--- config.mk ---
export PLATFORM = sky130hd
export DESIGN_NAME = mac_tx_sched
export DESIGN_NICKNAME = d
export VERILOG_FILES = /design/src/rtl/eth_pkg.sv /design/src/rtl/eth_crc32.sv /design/src/rtl/mac_tx_sched.sv
export SDC_FILE = /design/constraint.sdc
export NUM_CORES = 1
export LEC_CHECK = 0
export CAP_MARGIN = 20
export CORE_MARGIN = 1
export CORE_UTILIZATION = 58
export CTS_CLUSTER_SIZE = 16
export DETAILED_ROUTE_END_ITERATION = 10
export PLACE_DENSITY = 0.9
export REMOVE_ABC_BUFFERS = 1
export SYNTH_ARGS = -nofsm -noshare
export SYNTH_HDL_FRONTEND = slang
export SYNTH_SLANG_ARGS = --single-unit
--- constraint.sdc ---
create_clock -name in_txc -period 2.9 [get_ports in_txc]
set_clock_uncertainty 0.2 [all_clocks]
set_input_delay 0.58 -clock in_txc [delete_from_list [all_inputs] [get_ports in_txc]]
set_output_delay 0.58 -clock in_txc [all_outputs]
set_load 0.02 [all_outputs]
--- src/rtl/eth_pkg.sv ---
// eth_pkg: shared Ethernet MAC constants, transmit FSM encoding and CRC-32 byte step
package eth_pkg;
  typedef enum logic [2:0] {S_IDLE, S_PREAMBLE, S_SFD, S_DATA, S_PAD, S_FCS, S_IPG} tx_state_t;
  localparam logic [7:0] PREAMBLE_BYTE = 8'h55;
  localparam logic [7:0] SFD_BYTE = 8'hD5;
  localparam logic [10:0] PREAMBLE_LEN = 11'd7;
  localparam logic [10:0] MIN_FRAME = 11'd60;
  localparam logic [10:0] MAX_FRAME = 11'd1514;
  localparam logic [10:0] IPG_BYTES = 11'd12;
  localparam logic [31:0] CRC_POLY = 32'hEDB88320;
  localparam logic [31:0] CRC_INIT = 32'hFFFFFFFF;
  function automatic logic [31:0] crc32_byte(input logic [31:0] c, input logic [7:0] d);
    logic [31:0] r;
    r = c ^ {24'h0, d};
    for (int i = 0; i < 8; i++) r = r[0] ? (r >> 1) ^ CRC_POLY : r >> 1;
    return r;
  endfunction
endpackage

--- src/rtl/eth_crc32.sv ---
// eth_crc32: byte-wide reflected CRC-32 accumulator shared by transmit and receive FCS logic
//   clk, rst : clock, async active-high reset (state returns to CRC_INIT)
//   clr, en  : restart accumulation / fold byte d into the state
//   crc      : running CRC state (uncomplemented)
import eth_pkg::*;
module eth_crc32 (
  input  logic        clk,
  input  logic        rst,
  input  logic        clr,
  input  logic        en,
  input  logic [7:0]  d,
  output logic [31:0] crc
);
  always_ff @(posedge clk or posedge rst)
    if (rst) crc <= CRC_INIT;
    else if (clr) crc <= CRC_INIT;
    else if (en) crc <= crc32_byte(crc, d);
endmodule

--- src/rtl/mac_tx_sched.sv ---
// mac_tx_sched: two-requester round-robin Ethernet transmit scheduler with preamble, pad, FCS and IPG
//   in_txc, in_rst            : byte clock, async active-high reset
//   in_crs                    : carrier sense, defers frame start
//   in_reqN_valid/data/last   : requester N byte stream (DA..payload), out_reqN_ready handshake
//   out_gnt                   : one-hot current grant
//   out_txen/out_txd/out_txer : PHY byte interface
//   out_busy                  : FSM not idle
import eth_pkg::*;
module mac_tx_sched (
  input  logic       in_txc,
  input  logic       in_rst,
  input  logic       in_crs,
  input  logic       in_req0_valid,
  input  logic [7:0] in_req0_data,
  input  logic       in_req0_last,
  output logic       out_req0_ready,
  input  logic       in_req1_valid,
  input  logic [7:0] in_req1_data,
  input  logic       in_req1_last,
  output logic       out_req1_ready,
  output logic [1:0] out_gnt,
  output logic       out_txen,
  output logic [7:0] out_txd,
  output logic       out_txer,
  output logic       out_busy
);
  tx_state_t state, state_n;
  logic [10:0] cnt, cnt_n;
  logic [1:0] gnt_n;
  logic [7:0] txd_n, sel_data, crc_d;
  logic [31:0] crc, fcs;
  logic pref1, pref1_n, crs_q, txen_n, txer_n, crc_clr, crc_en, win1, at_max, sel_valid, sel_last;
  // The FSM runs one byte ahead of the PHY: each state computes the byte
  // registered onto out_txd for the following cycle.
  assign at_max = cnt == MAX_FRAME;
  assign sel_valid = |(out_gnt & {in_req1_valid, in_req0_valid});
  assign sel_last = |(out_gnt & {in_req1_last, in_req0_last});
  assign sel_data = out_gnt[1] ? in_req1_data : in_req0_data;
  assign win1 = in_req1_valid && (!in_req0_valid || pref1);
  assign fcs = ~crc;
  assign crc_d = state == S_PAD ? 8'h00 : sel_data;
  assign out_req0_ready = state == S_DATA && !at_max && out_gnt[0];
  assign out_req1_ready = state == S_DATA && !at_max && out_gnt[1];
  assign out_busy = state != S_IDLE;
  eth_crc32 u_crc (.clk(in_txc), .rst(in_rst), .clr(crc_clr), .en(crc_en), .d(crc_d), .crc(crc));
  always_comb begin
    state_n = state;
    cnt_n = cnt;
    gnt_n = out_gnt;
    pref1_n = pref1;
    txen_n = 1'b0;
    txd_n = 8'h00;
    txer_n = 1'b0;
    crc_clr = 1'b0;
    crc_en = 1'b0;
    case (state)
      S_IDLE: if (!crs_q && (in_req0_valid || in_req1_valid)) begin
        state_n = S_PREAMBLE;
        cnt_n = 11'd1;
        gnt_n = win1 ? 2'b10 : 2'b01;
        pref1_n = !win1;
        txen_n = 1'b1;
        txd_n = PREAMBLE_BYTE;
        crc_clr = 1'b1;
      end
      S_PREAMBLE: begin
        txen_n = 1'b1;
        txd_n = PREAMBLE_BYTE;
        cnt_n = cnt + 11'd1;
        state_n = cnt == PREAMBLE_LEN - 11'd1 ? S_SFD : S_PREAMBLE;
      end
      S_SFD: begin
        txen_n = 1'b1;
        txd_n = SFD_BYTE;
        cnt_n = '0;
        state_n = S_DATA;
      end
      S_DATA: begin
        txen_n = 1'b1;
        if (at_max || !sel_valid) begin
          // abort: flag the error on the byte slot still under txen, then go quiet
          txer_n = 1'b1;
          state_n = S_IPG;
          cnt_n = '0;
        end else begin
          txd_n = sel_data;
          crc_en = 1'b1;
          cnt_n = cnt + 11'd1;
          if (sel_last) begin
            state_n = cnt_n < MIN_FRAME ? S_PAD : S_FCS;
            cnt_n = cnt_n < MIN_FRAME ? cnt_n : '0;
          end
        end
      end
      S_PAD: begin
        txen_n = 1'b1;
        crc_en = 1'b1;
        cnt_n = cnt + 11'd1;
        if (cnt_n == MIN_FRAME) begin
          state_n = S_FCS;
          cnt_n = '0;
        end
      end
      S_FCS: begin
        txen_n = 1'b1;
        txd_n = fcs[{cnt[1:0], 3'b000} +: 8];
        cnt_n = cnt + 11'd1;
        if (cnt == 11'd3) begin
          state_n = S_IPG;
          cnt_n = '0;
        end
      end
      S_IPG: begin
        // first IPG cycle overlaps the final byte on the wire, so count IPG_BYTES+1
        cnt_n = cnt + 11'd1;
        if (cnt == IPG_BYTES) begin
          state_n = S_IDLE;
          cnt_n = '0;
          gnt_n = 2'b00;
        end
      end
      default: state_n = S_IDLE;
    endcase
  end
  always_ff @(posedge in_txc or posedge in_rst)
    if (in_rst) begin
      state <= S_IDLE;
      cnt <= '0;
      out_gnt <= 2'b00;
      pref1 <= 1'b0;
      crs_q <= 1'b1;
      out_txen <= 1'b0;
      out_txd <= 8'h00;
      out_txer <= 1'b0;
    end else begin
      state <= state_n;
      cnt <= cnt_n;
      out_gnt <= gnt_n;
      pref1 <= pref1_n;
      crs_q <= in_crs;
      out_txen <= txen_n;
      out_txd <= txd_n;
      out_txer <= txer_n;
    end
endmodule

==> metrics.md <==
| Metric | Value |
|---|---|
| Status | finished clean |
| Power per cell area | 1416 nW/um^2 |
| Final Max Tran Viols | 0 |
| Synthesis-to-finish area growth | 21.18% |
| Worst Reg2Reg Path Length in Cells | 8 |
| Worst path arrival time | 2.89 ns |
| Clk_lat worst skew | 0.36 ns |
| Worst-path clk slew | 0.07 ns |
| Critical Path Source Type | register |
| Crit path time final | 2.810 ns |
| Root buffer cell | clkbuf_8 |
| Sw Share | 0.4469 |
| DP Cell Count | 582 |
| Core region area | 6907 um^2 |
| Yosys top cell by area | dfstp_2 |
| Most common library cells after synthesis | xnor2_1, a21oi_1, nor2_1, nor3_1, dfstp_2 |
| Final hold vios | 0 |
| Int Power | 0.003993 W |
| HPWL Detailed | 8441 um |
| Crit Path Category | register to register |
| Register share of total power | 0.212 |
| Cells along the critical path | buf_4 -> mux2i_1 -> nor2_1 -> xnor2_2 -> xor2_1 -> xnor2_2 -> xor2_1 -> a21oi_1 |
| CP top delay family | XOR/XNOR gates |
| CTS tree | yes |
| Hold Crit Class | input pin to async pin |
| Clk pwr share | 0.134 |
| Final core utilization | 0.7380 |
| Register area share after synthesis | 0.3667 |
| Yosys top cell area share | 0.2061 |
| Largest net degree at the start of global routing | 40 |
| Residual DRC count | 0 |
| Total power | 0.007220 W |
| Max cap viols | 0 |
| WL final | 12170 um |
| Mean Syn Cell Area | 9.582 um^2 |
| WL/cell | 20.32 um |
| Actual slew at the worst max-slew pin | 0.6404 ns |
| First-pass iteration count of the detailed router | 6 |
| Fraction of layout cells with a size suffix above 1 | 0.2306 |
| Setup slack after layout | 0.08951 ns |
| Clock sinks | 60 |
| I/O Buffers | 37 |
| Footprint of the multi-input gates | 2495 um^2 |
| H-tree levels | 3 |
| Worst path bufs/invs | 1 |
| IO Count | 38 |
| Number of cell rows | 30 |
| Initial antenna violation count | 0 |
| Max rail drop VDD | 0.5837 mV |
| Initial DRC count | 468 |
| CP endpoint kind | register |
| Yosys cell types | 59 |
| Design Area, Final | 5097 um^2 |
| Initial Utilization | 0.6091 |
| Post-route ant nets | 0 |
| Ys Warns | 0 |
| Dpl cell area | 4823 um^2 |
| Synthesized cell area | 4207 um^2 |
| Comb pwr share | 0.654 |
| Crit path max-delay cell type | dfrtp_1 |
| # hold bufs at CTS | 0 |
| Post-Place Worst Slack | -0.06163 ns |
| Critical Path Stages | 8 |
| Slowest cell delay on critical path | 0.75 ns |
| Number of flops mapped to enable cells by yosys | 0 |
| Final worst path period share | 0.9691 |
| Net Sw Power | 0.003227 W |
| Slew headroom | 0.5731 |
| Via count | 3808 |
| Achievable Freq | 355.8 MHz |
| Leak | 2.072 nW |
| Die W | 87.16 um |
| CP max FO | 11 |
| GRT Total Usage | 0.3436 |
| Area contributors post-synth | dfstp_2, dfrtp_1, xnor2_1 |
| Count leader, synth | xnor2_1 |
| Die height | 87.16 um |
| Post-synth top flop | dfstp_2 |
| First-pass GRT wire length | 19380 um |
| Asr flop ratio synth | 1.000 |
| Vias in the first global route | 3821 |
| CTS max path bufs | 2 |
| Total CTS buffers | 9 |
| Worst Path Required | 2.98 ns |
| Setup violations, final | 0 |
| Nets | 526 |
| Die ar. | 7597 um^2 |
| Non-Filler Instances | 599 |
| Synth Instances | 439 |
| ANT cells | 0 |
| Seq cells post-synth | 60 |
| Sequential Area | 1543 um^2 |
| Fillers | 450 |
| GRT overflow | 0 |
| DR vias/cell | 6.357 |
| GP Congestion | 0.9906 |
[cell families (layout without fill, tap and decap cells)]
logic type,Yosys count,in the layout,share of synthesized area
AOI/OAI and AO/OA,96,96,0.1356
xor gates and xnor gates,87,87,0.2067
DFF,60,60,0.3667
buffers and inverters,35,99,0.04699
adders and majority gates,5,5,0.01487
muxes,17,17,0.06544
and+or+nand+nor,139,139,0.1636
[power groups by stage]
stage / Combinational (W) / Clock (W) / Sequential (W)
after floorplan: 0.00306 / 0 / 0.00159
after global placement: 0.00432 / 0 / 0.00150
after detailed placement: 0.00447 / 0 / 0.00153
after CTS: 0.00459 / 0.000969 / 0.00152
after global routing: 0.00498 / 0.00101 / 0.00156
final: 0.00472 / 0.000967 / 0.00153
[metal layers]
metal,up-vias,global-route usage,part of all wire
li1,1660,-,-
met4,0,0.1967,0.052
met1,1794,0.4412,0.38
met5,-,0,0
met2,290,0.5462,0.47
met3,64,0.06540,0.10
[layout make-up]
type	count	share of cell area
Clock buffer	12	0.03044
Clock inverter	4	0.01865
Inverter	11	0.008100
Multi-Input combinational cell	344	0.4894
Sequential cell	60	0.3027
Tap cell	96	0.02356
Timing Repair Buffer	72	0.1271
[repair_timing]
action,in CTS,in global routing
endpoints found under the hold margin,0,0
resized for setup,3,8
endpoints found under the setup margin,2,15
setup buffers,0,1
pin swaps,1,1
[registers in the layout (all words and copies together), names as in the netlist]
register / cells
out_txd: 8
pref1: 1
crs_q: 1
out_gnt: 2
cnt: 11
state: 3
out_txen: 1
out_txer: 1
u_crc.crc: 32
[layout by cell type (no fill, tap or decap), types with 3 or more instances in the layout]
cell type	instances
clkdlybuf4s50_1	35
xor2_1	30
o22a_1	3
ha_1	5
xnor2_2	10
nand2_1	19
mux2i_1	7
xnor2_1	45
a31oi_1	7
inv_1	10
o21bai_1	3
clkbuf_8	11
mux4_2	8
nor2_1	42
o22ai_1	6
o21ai_0	17
dfrtp_1	27
a21oi_1	43
nor2b_1	5
dfstp_2	33
and2_1	5
nand3_1	14
buf_4	33
nor3_1	33
bufinv_16	3
[path summary, 6_finish.rpt]
check / start / to / slack [ns]
worst max-delay path: out_gnt[1] / u_crc.crc[24] / 0.09
worst min-delay path: in_rst / cnt[5] / 0.36
worst max register to register: out_gnt[1] / u_crc.crc[24] / 0.09
worst min register to register: pref1 / pref1 / 0.36
max in group asynchronous: in_rst / u_crc.crc[24] / 1.49
min in group in_txc: pref1 / pref1 / 0.36
[through the flow]
step	TNS, ns	hold WS [ns]
5_1_grt	-0.01680	0.3918
6_report	0	0.3582
4_1_cts	0	0.3520
2_1_floorplan	-1.098	0.2608
3_5_place_dp	-0.08458	0.3384
3_3_place_gp	0	0.2858
Note: power is estimated with default switching activity, not from simulation.
